<file path="config.mk">
export PLATFORM = sky130hd
export DESIGN_NAME = multicycle_controller_flat
export DESIGN_NICKNAME = d
export VERILOG_FILES = /design/src/rtl/rv_ctrl_pkg.sv /design/src/rtl/multicycle_controller_if.sv /design/src/rtl/multicycle_controller_alu_decoder.sv /design/src/rtl/multicycle_controller.sv /design/src/flat_wrapper.sv
export SDC_FILE = /design/constraint.sdc
export NUM_CORES = 1
export LEC_CHECK = 0
export CAP_MARGIN = 25
export CELL_PAD_IN_SITES_DETAIL_PLACEMENT = 1
export CELL_PAD_IN_SITES_GLOBAL_PLACEMENT = 1
export CORE_UTILIZATION = 29
export CTS_BUF_LIST = sky130_fd_sc_hd__clkbuf_2
export CTS_CLUSTER_SIZE = 14
export DETAILED_ROUTE_END_ITERATION = 8
export GPL_ROUTABILITY_DRIVEN = 0
export PLACE_DENSITY_LB_ADDON = 0.1
export SLEW_MARGIN = 30
export SYNTH_ARGS = -nofsm -noshare
export SYNTH_HDL_FRONTEND = slang
export SYNTH_SLANG_ARGS = --single-unit
</file>
<file path="constraint.sdc">
create_clock -name clk -period 1.9 [get_ports clk]
set_input_delay 0.38 -clock clk [delete_from_list [all_inputs] [get_ports clk]]
set_output_delay 0.38 -clock clk [all_outputs]
set_load 0.05 [all_outputs]
</file>
<file path="src/rtl/rv_ctrl_pkg.sv">
// Shared encodings for the multi-cycle RV32I controller:
// FSM states, opcodes, ALU/immediate/mux select codes.
package rv_ctrl_pkg;

   typedef enum logic [3:0] {
      FETCH, DECODE, MEMADR, MEMRD, MEMWB, MEMWR,
      EXR, EXI, ALUWB, BRANCH, JAL, JALR, JALR_LINK
   } state_t;

   localparam logic [6:0] OP_R    = 7'b0110011;
   localparam logic [6:0] OP_I    = 7'b0010011;
   localparam logic [6:0] OP_LW   = 7'b0000011;
   localparam logic [6:0] OP_SW   = 7'b0100011;
   localparam logic [6:0] OP_BR   = 7'b1100011;
   localparam logic [6:0] OP_JAL  = 7'b1101111;
   localparam logic [6:0] OP_JALR = 7'b1100111;

   localparam logic [2:0] ALU_ADD = 3'b000;
   localparam logic [2:0] ALU_SUB = 3'b001;
   localparam logic [2:0] ALU_AND = 3'b010;
   localparam logic [2:0] ALU_OR  = 3'b011;
   localparam logic [2:0] ALU_XOR = 3'b100;
   localparam logic [2:0] ALU_SLT = 3'b101;
   localparam logic [2:0] ALU_SLL = 3'b110;
   localparam logic [2:0] ALU_SRL = 3'b111;

   localparam logic [2:0] IMM_I = 3'b000;
   localparam logic [2:0] IMM_S = 3'b001;
   localparam logic [2:0] IMM_B = 3'b010;
   localparam logic [2:0] IMM_U = 3'b011;
   localparam logic [2:0] IMM_J = 3'b100;

   localparam logic [1:0] SRCA_PC    = 2'b00;
   localparam logic [1:0] SRCA_OLDPC = 2'b01;
   localparam logic [1:0] SRCA_RS1   = 2'b10;

   localparam logic [1:0] SRCB_RS2  = 2'b00;
   localparam logic [1:0] SRCB_IMM  = 2'b01;
   localparam logic [1:0] SRCB_FOUR = 2'b10;

   localparam logic [1:0] RES_ALUOUT    = 2'b00;
   localparam logic [1:0] RES_DATA      = 2'b01;
   localparam logic [1:0] RES_ALURESULT = 2'b10;

   localparam logic [1:0] ALUOP_ADD   = 2'b00;
   localparam logic [1:0] ALUOP_SUB   = 2'b01;
   localparam logic [1:0] ALUOP_FUNCT = 2'b10;

   localparam logic [2:0] F3_LWSW = 3'b010;
   localparam logic [2:0] F3_BEQ  = 3'b000;
   localparam logic [2:0] F3_BNE  = 3'b001;

   function automatic logic [2:0] imm_src(input logic [6:0] op);
      case (op)
         OP_SW:   return IMM_S;
         OP_BR:   return IMM_B;
         OP_JAL:  return IMM_J;
         default: return IMM_I;
      endcase
   endfunction

endpackage

</file>
<file path="src/rtl/multicycle_controller_if.sv">
// Handshake between the controller and the unified
// instruction/data memory.
interface multicycle_controller_if;
   logic mem_req;
   logic MemWrite;
   logic AdrSrc;
   logic mem_ready;

   modport master (
      output mem_req, MemWrite, AdrSrc,
      input  mem_ready
   );

   modport slave (
      input  mem_req, MemWrite, AdrSrc,
      output mem_ready
   );
endinterface

</file>
<file path="src/rtl/multicycle_controller_alu_decoder.sv">
// ALU operation decode from ALUOp and the instruction
// function fields; flags encodings the ALU cannot execute.
module alu_decoder
   import rv_ctrl_pkg::*;
(
   input  logic [1:0] alu_op,
   input  logic [2:0] funct3,
   input  logic       funct7b5,
   input  logic       op5,
   output logic [2:0] alu_control,
   output logic       illegal
);

   always_comb begin
      alu_control = ALU_ADD;
      illegal     = 1'b0;
      unique case (alu_op)
         ALUOP_ADD: alu_control = ALU_ADD;
         ALUOP_SUB: alu_control = ALU_SUB;
         default: begin
            unique case (funct3)
               3'b000: alu_control = (op5 & funct7b5) ? ALU_SUB : ALU_ADD;
               3'b001: alu_control = ALU_SLL;
               3'b010: alu_control = ALU_SLT;
               3'b011: illegal = 1'b1;
               3'b100: alu_control = ALU_XOR;
               // arithmetic right shift has no ALU encoding
               3'b101: begin
                  if (funct7b5) illegal = 1'b1;
                  else alu_control = ALU_SRL;
               end
               3'b110: alu_control = ALU_OR;
               3'b111: alu_control = ALU_AND;
            endcase
         end
      endcase
   end

endmodule

</file>
<file path="src/rtl/multicycle_controller.sv">
// Multi-cycle RV32I control FSM: state register, next-state
// logic and per-state datapath control decode.
module multicycle_controller
   import rv_ctrl_pkg::*;
(
   input  logic                     clk,
   input  logic                     rst,
   input  logic [6:0]               op,
   input  logic [2:0]               funct3,
   input  logic                     funct7b5,
   input  logic                     Zero,
   multicycle_controller_if.master  mem,
   output logic                     IRWrite,
   output logic                     PCWrite,
   output logic                     RegWrite,
   output logic [1:0]               ALUSrcA,
   output logic [1:0]               ALUSrcB,
   output logic [1:0]               ResultSrc,
   output logic [2:0]               ImmSrc,
   output logic [2:0]               ALUControl,
   output logic                     illegal
);

   state_t     state, next_state;
   logic [1:0] alu_op;
   logic [2:0] dec_ctrl;
   logic       dec_illegal;

   always_ff @(posedge clk) begin
      if (rst) state <= FETCH;
      else     state <= next_state;
   end

   always_comb begin
      alu_op = ALUOP_ADD;
      unique case (state)
         EXR, EXI: alu_op = ALUOP_FUNCT;
         BRANCH:   alu_op = ALUOP_SUB;
         default:  alu_op = ALUOP_ADD;
      endcase
   end

   alu_decoder u_alu_decoder (
      .alu_op      (alu_op),
      .funct3      (funct3),
      .funct7b5    (funct7b5),
      .op5         (op[5]),
      .alu_control (dec_ctrl),
      .illegal     (dec_illegal)
   );

   always_comb begin
      next_state   = state;
      mem.mem_req  = 1'b0;
      mem.MemWrite = 1'b0;
      mem.AdrSrc   = 1'b0;
      IRWrite      = 1'b0;
      PCWrite      = 1'b0;
      RegWrite     = 1'b0;
      ALUSrcA      = SRCA_PC;
      ALUSrcB      = SRCB_RS2;
      ResultSrc    = RES_ALUOUT;
      ImmSrc       = imm_src(op);
      ALUControl   = dec_ctrl;
      illegal      = 1'b0;
      unique case (state)
         FETCH: begin
            mem.mem_req = 1'b1;
            if (mem.mem_ready) begin
               IRWrite    = 1'b1;
               PCWrite    = 1'b1;
               ALUSrcB    = SRCB_FOUR;
               ResultSrc  = RES_ALURESULT;
               next_state = DECODE;
            end
         end
         DECODE: begin
            ALUSrcA = SRCA_OLDPC;
            ALUSrcB = SRCB_IMM;
            case (op)
               OP_R:         next_state = EXR;
               OP_I:         next_state = EXI;
               OP_LW, OP_SW: next_state = MEMADR;
               OP_BR:        next_state = BRANCH;
               OP_JAL:       next_state = JAL;
               OP_JALR:      next_state = JALR;
               default: begin
                  illegal    = 1'b1;
                  next_state = FETCH;
               end
            endcase
         end
         MEMADR: begin
            ALUSrcA = SRCA_RS1;
            ALUSrcB = SRCB_IMM;
            if (funct3 != F3_LWSW) begin
               illegal    = 1'b1;
               next_state = FETCH;
            end else begin
               next_state = op[5] ? MEMWR : MEMRD;
            end
         end
         MEMRD: begin
            mem.mem_req = 1'b1;
            mem.AdrSrc  = 1'b1;
            if (mem.mem_ready) next_state = MEMWB;
         end
         MEMWB: begin
            ResultSrc  = RES_DATA;
            RegWrite   = 1'b1;
            next_state = FETCH;
         end
         MEMWR: begin
            mem.mem_req  = 1'b1;
            mem.MemWrite = 1'b1;
            mem.AdrSrc   = 1'b1;
            if (mem.mem_ready) next_state = FETCH;
         end
         EXR, EXI: begin
            ALUSrcA = SRCA_RS1;
            ALUSrcB = (state == EXI) ? SRCB_IMM : SRCB_RS2;
            illegal = dec_illegal;
            next_state = dec_illegal ? FETCH : ALUWB;
         end
         ALUWB: begin
            RegWrite   = 1'b1;
            next_state = FETCH;
         end
         BRANCH: begin
            ALUSrcA = SRCA_RS1;
            unique case (1'b1)
               funct3 == F3_BEQ: PCWrite = Zero;
               funct3 == F3_BNE: PCWrite = !Zero;
               default:          illegal = 1'b1;
            endcase
            next_state = FETCH;
         end
         JAL: begin
            PCWrite    = 1'b1;
            ALUSrcA    = SRCA_OLDPC;
            ALUSrcB    = SRCB_FOUR;
            next_state = ALUWB;
         end
         JALR: begin
            ALUSrcA    = SRCA_RS1;
            ALUSrcB    = SRCB_IMM;
            ResultSrc  = RES_ALURESULT;
            PCWrite    = 1'b1;
            next_state = JALR_LINK;
         end
         JALR_LINK: begin
            ALUSrcA    = SRCA_OLDPC;
            ALUSrcB    = SRCB_FOUR;
            next_state = ALUWB;
         end
         default: next_state = FETCH;
      endcase
      // reset masks every output so an aborted instruction writes nothing
      if (rst) begin
         mem.mem_req  = 1'b0;
         mem.MemWrite = 1'b0;
         mem.AdrSrc   = 1'b0;
         IRWrite      = 1'b0;
         PCWrite      = 1'b0;
         RegWrite     = 1'b0;
         ALUSrcA      = 2'b00;
         ALUSrcB      = 2'b00;
         ResultSrc    = 2'b00;
         ImmSrc       = 3'b000;
         ALUControl   = 3'b000;
         illegal      = 1'b0;
      end
   end

endmodule
</file>
<file path="src/flat_wrapper.sv">
// flat-port wrapper written by rule: the top's interface ports become plain ports
module multicycle_controller_flat import rv_ctrl_pkg::*;
  (clk, rst, op, funct3, funct7b5, Zero, IRWrite, PCWrite, RegWrite, ALUSrcA, ALUSrcB, ResultSrc, ImmSrc, ALUControl, illegal, mem_mem_req, mem_MemWrite, mem_AdrSrc, mem_mem_ready);
  multicycle_controller_if mem_i ();
  input  logic clk;
  input  logic rst;
  input  logic [6:0] op;
  input  logic [2:0] funct3;
  input  logic funct7b5;
  input  logic Zero;
  output logic IRWrite;
  output logic PCWrite;
  output logic RegWrite;
  output logic [1:0] ALUSrcA;
  output logic [1:0] ALUSrcB;
  output logic [1:0] ResultSrc;
  output logic [2:0] ImmSrc;
  output logic [2:0] ALUControl;
  output logic illegal;
  output wire logic [$bits(mem_i.mem_req)-1:0] mem_mem_req;
  output wire logic [$bits(mem_i.MemWrite)-1:0] mem_MemWrite;
  output wire logic [$bits(mem_i.AdrSrc)-1:0] mem_AdrSrc;
  input wire logic [$bits(mem_i.mem_ready)-1:0] mem_mem_ready;
  assign mem_mem_req = mem_i.mem_req;
  assign mem_MemWrite = mem_i.MemWrite;
  assign mem_AdrSrc = mem_i.AdrSrc;
  assign mem_i.mem_ready = mem_mem_ready;
  multicycle_controller u_core (.clk(clk), .rst(rst), .op(op), .funct3(funct3), .funct7b5(funct7b5), .Zero(Zero), .mem(mem_i), .IRWrite(IRWrite), .PCWrite(PCWrite), .RegWrite(RegWrite), .ALUSrcA(ALUSrcA), .ALUSrcB(ALUSrcB), .ResultSrc(ResultSrc), .ImmSrc(ImmSrc), .ALUControl(ALUControl), .illegal(illegal));
endmodule
</file>
==> results of run 1 <==
==> through the flow <==
step                setup slack [ns]  hold slack (ns)  TNS [ns]  utilization (%)
global placement              -0.447            0.721     -3.65             70.7
detailed placement            -0.617            0.787     -5.10             70.7
floorplan                     -0.298            0.605    -0.894                -
==> logic make-up after synthesis <==
kind of cell    Yosys count
xor+xnor                  3
buf+inv                  15
simple gates             71
flops                     4
compound gates           34
==> results.cfg, run 1 <==
[die]
chipHeight_microns = 54.5
die_width_microns = 54.5
io_pins = 34
num_rows = 18
initial_utilization_pct = 31.4

[synth]
synth_xor_area_share_pct = 3.29
synth_warnings = 0
synthAdderAreaFrac_pct = 0
yosysSeqAreaShare_pct = 10.0
synthArstFlopShare_pct = 0
synth-main-ff-cell = dfxtp_1
yosysMostFrequentCell = nand2_1
synth_compound_area_share_pct = 29.0
syn_inst = 127
synth_top_area_share_pct = 10.0
synth_top_family_by_area = simple AND/OR/NAND/NOR gates
synth_area_leaders = dfxtp_1, a21oi_1, nand2_1
synth_area_leader_cell = dfxtp_1
syn_nets = 142
synth_seq_cells = 4
synthMuxAreaShare_pct = 0
syn_area_per_cell_sq_um = 6.30
synthTopCellsByCount = nand2_1, a21oi_1, clkbuf_1, nand3_1
synth.distinct_cells = 42
synth-edff-count = 0
netlist_area_sq_um = 800
synthSimpleGateAreaFrac_pct = 50.4

[clock_tree]
clkSinkCount = 4
h-tree-depth = 1
postCtsSetupBuffers = 15
cts_hold_buf = 0
numCtsBuffers = 3
cts_root_buffer = clkbuf_2
ctsResizeCount = 100
clockBufferDepth = 2

[placement]
placedCellCount = 228
place.port_buffers = 33
placed_cell_area_sq_mm = 0.00180
dp.final_hpwl_mm = 3.99

[run_status]
tool.error = [ERROR DPL-0033] detailed placement checks failed during check placement.
stop_stage = clock tree synthesis
outcome = did not finish
==> inputs of run 2 (changes only) <==
--- a/config.mk
+++ b/config.mk
@@ -6,14 +6,11 @@
 export NUM_CORES = 1
 export LEC_CHECK = 0
 export CAP_MARGIN = 25
-export CELL_PAD_IN_SITES_DETAIL_PLACEMENT = 1
-export CELL_PAD_IN_SITES_GLOBAL_PLACEMENT = 1
-export CORE_UTILIZATION = 29
-export CTS_BUF_LIST = sky130_fd_sc_hd__clkbuf_2
-export CTS_CLUSTER_SIZE = 14
+export CORE_AREA = 2 2 63 65
 export DETAILED_ROUTE_END_ITERATION = 8
+export DIE_AREA = 0 0 65 67
 export GPL_ROUTABILITY_DRIVEN = 0
-export PLACE_DENSITY_LB_ADDON = 0.1
+export PLACE_DENSITY_LB_ADDON = 0.15
 export SLEW_MARGIN = 30
 export SYNTH_ARGS = -nofsm -noshare
 export SYNTH_HDL_FRONTEND = slang
==> results.cfg, run 2 <==
[critical_path]
end_kind = output pin
crit_required_ns = 1.52
start_kind = input pin
crit_family = simple AND/OR/NAND/NOR gates
critPathMaxStageDelay_ns = 0.55
cp.buffers_inverters = 2
worstSetupPathType = input pin to output pin
critPathSlowestCell = or4_4
cp_max_fo = 2
crit_chain = buf_8, xnor2_2, or4_4, a2111oi_4, buf_12
worstPathArrival_ns = 1.69
rrSetupSlack_ns = 0.38
r2r_start = u_core.state[1]
rr_worst_depth = 6
r2r-end = u_core.state[2]

[timing]
rsz0062_at_grt = true
slew_headroom_pct = 79.1
post-route-min-period_ns = 2.07
worstMarginPinSlew_ns = 0.313
slew_viol_final = 0
finalHoldViolations = 0
setup_violations = 7
fmax_ghz = 0.483
period_share_pct = 109
clock-skew-final_ns = 0.00206
fin_ws_ns = -0.172

[die]
num_rows = 22
die_width_microns = 65
dieArea_sq_mm = 0.00436
io_pins = 34
chipHeight_microns = 67
core_area_sq_mm = 0.00361
initial_utilization_pct = 22.2

[run_status]
failed_checks = negative setup slack
outcome = complete, but fails checks

[synth]
yosysSeqAreaShare_pct = 10.0
synthArstFlopShare_pct = 0
synth_top_area_share_pct = 10.0
synth.distinct_cells = 42
synth_area_leader_cell = dfxtp_1
netlist_area_sq_um = 800
synth-main-ff-cell = dfxtp_1
syn_nets = 142
synth_seq_cells = 4
synth_area_leaders = dfxtp_1, a21oi_1, nand2_1
yosysMostFrequentCell = nand2_1
synthTopCellsByCount = nand2_1, a21oi_1, clkbuf_1, nand3_1
synth-edff-count = 0
synth_warnings = 0
syn_inst = 127
syn_area_per_cell_sq_um = 6.30

[layout]
reg_top3 = u_core.state: 4 flops
postLayoutCoreUtil_pct = 63.3
largest_register_ffs = 4
areaGrowthSynthToFinish_pct = 185
final_cell_mix = buf_4, buf_12, buf_6, nand2_1, nand3_1
fillers = 296
layout_commonest_cell = buf_4
drive_gt1_share_pct = 68.7
layout.nets = 231
diodes = 0
largest_register = u_core.state
postLayoutCellArea_sq_mm = 0.00228

[clock_tree]
numCtsBuffers = 3
clockBufferDepth = 2
clock_latency_ns = 0.22
cts_root_buffer = clkbuf_8
clk_pin_slew_ns = 0.03
h-tree-depth = 1
clkSinkCount = 4
cts_tree = built

[placement]
dp_slack_ns = -0.492
place.port_buffers = 33
placed_cell_area_sq_mm = 0.00177
dp.final_hpwl_mm = 2.50

[power]
irDropWorstVdd_mv = 0.176
power.total_mw = 0.746
leakage_nw = 0.966
p_per_area_mw_per_mm2 = 327

[route]
wl_per_cell_microns = 15.7
firstDrtPassIters = 4
num_vias = 1311
drtAntennaViolNets = 0
wirelength_mm = 4.11
drc_errors = 0
routed_via_density = 5.00
drt-initial-drc-count = 24

[min_path]
min_from = u_core.state[1]
hp-class = register to register
worst_hold_path.endpoint = u_core.state[3]
hold_path_depth = 3

[global_route]
grt_max_degree = 11
gr-total-overflow = 0
grtUsageTotal_pct = 18.9
antenna_found_initial = 0
grt_pass1_vias = 1400
grt_pass1_wl_mm = 6.47

[job]
max-cap-violations = 0
-- run 2: cell counts after synthesis --
No cell type changed its count.
-- run 2: what timing repair did --
item                                    CTS  global route
hold buffers                              0             0
gates cloned                              2             0
gates resized for setup                  89            33
setup buffers                            19             2
pin swaps                                25            14
endpoints found under the setup margin   19            15
-- run 2: final cells by class --
type	instances	area (sq um)	area share, %
flip-flops and latches	4	92.6	4.06
well taps	48	60.1	2.63
repair buffers	96	1070	47.0
multi-input cells	108	1000	44.0
inverters	3	11.3	0.493
clock buffers	3	41.3	1.81
-- run 2: stage by stage --
stage          setup TNS (ns)  std cells  hold slack, ns
2_1_floorplan          -0.894        127           0.605
3_3_place_gp            -3.69        238           0.705
3_5_place_dp            -3.81        238           0.711
4_1_cts                -0.961        261           0.722
5_1_grt                 -1.18        262           0.745
6_report               -0.628        262           0.722
-- run 2: where the power goes --
part / switching (mW) / leakage [nW] / internal (mW)
logic: 0.230 / 0.909 / 0.246
registers: 0.00369 / 0.0352 / 0.0849
clock network: 0.0461 / 0.0216 / 0.135
-- run 2: routing by layer --
metal  share of wire, %  vias to the layer above  global-route usage (%)
met5                  0                        -                       0
met1                 43                      632                    24.6
met3                3.3                        7                   0.676
met2                 52                       29                    33.2
met4                1.5                        0                    6.12
li1                   -                      643                       -
-- run 2: kinds of logic after synthesis --
| family | count (synthesis) | share of synthesized area, % |
|---|---|---|
| compound gates | 34 | 29.0 |
| xor+xnor | 3 | 3.29 |
| buf+inv | 15 | 7.35 |
| flops | 4 | 10.0 |
| simple gates | 71 | 50.4 |
-- run 2: worst reg2reg max path: cells and delay by family (launching register included) --
family          cells  cell delay, ns
buf+inv             2            0.28
compound gates      3            0.58
flops               1            0.36
simple gates        1            0.18
-- run 2: how the worst max path moves through the flow --
stage | start | slack [ns] | cells past startpoint | end
after global routing | Zero | -0.21 | 5 | PCWrite
after detailed placement | funct3[0] | -0.49 | 5 | PCWrite
final | funct3[0] | -0.17 | 5 | PCWrite
after global placement | funct3[0] | -0.49 | 5 | PCWrite
after floorplan | op[3] | -0.30 | 3 | ImmSrc[0]
after CTS | funct3[0] | -0.23 | 5 | PCWrite
No activity file was read; power rests on OpenSTA's default activity.
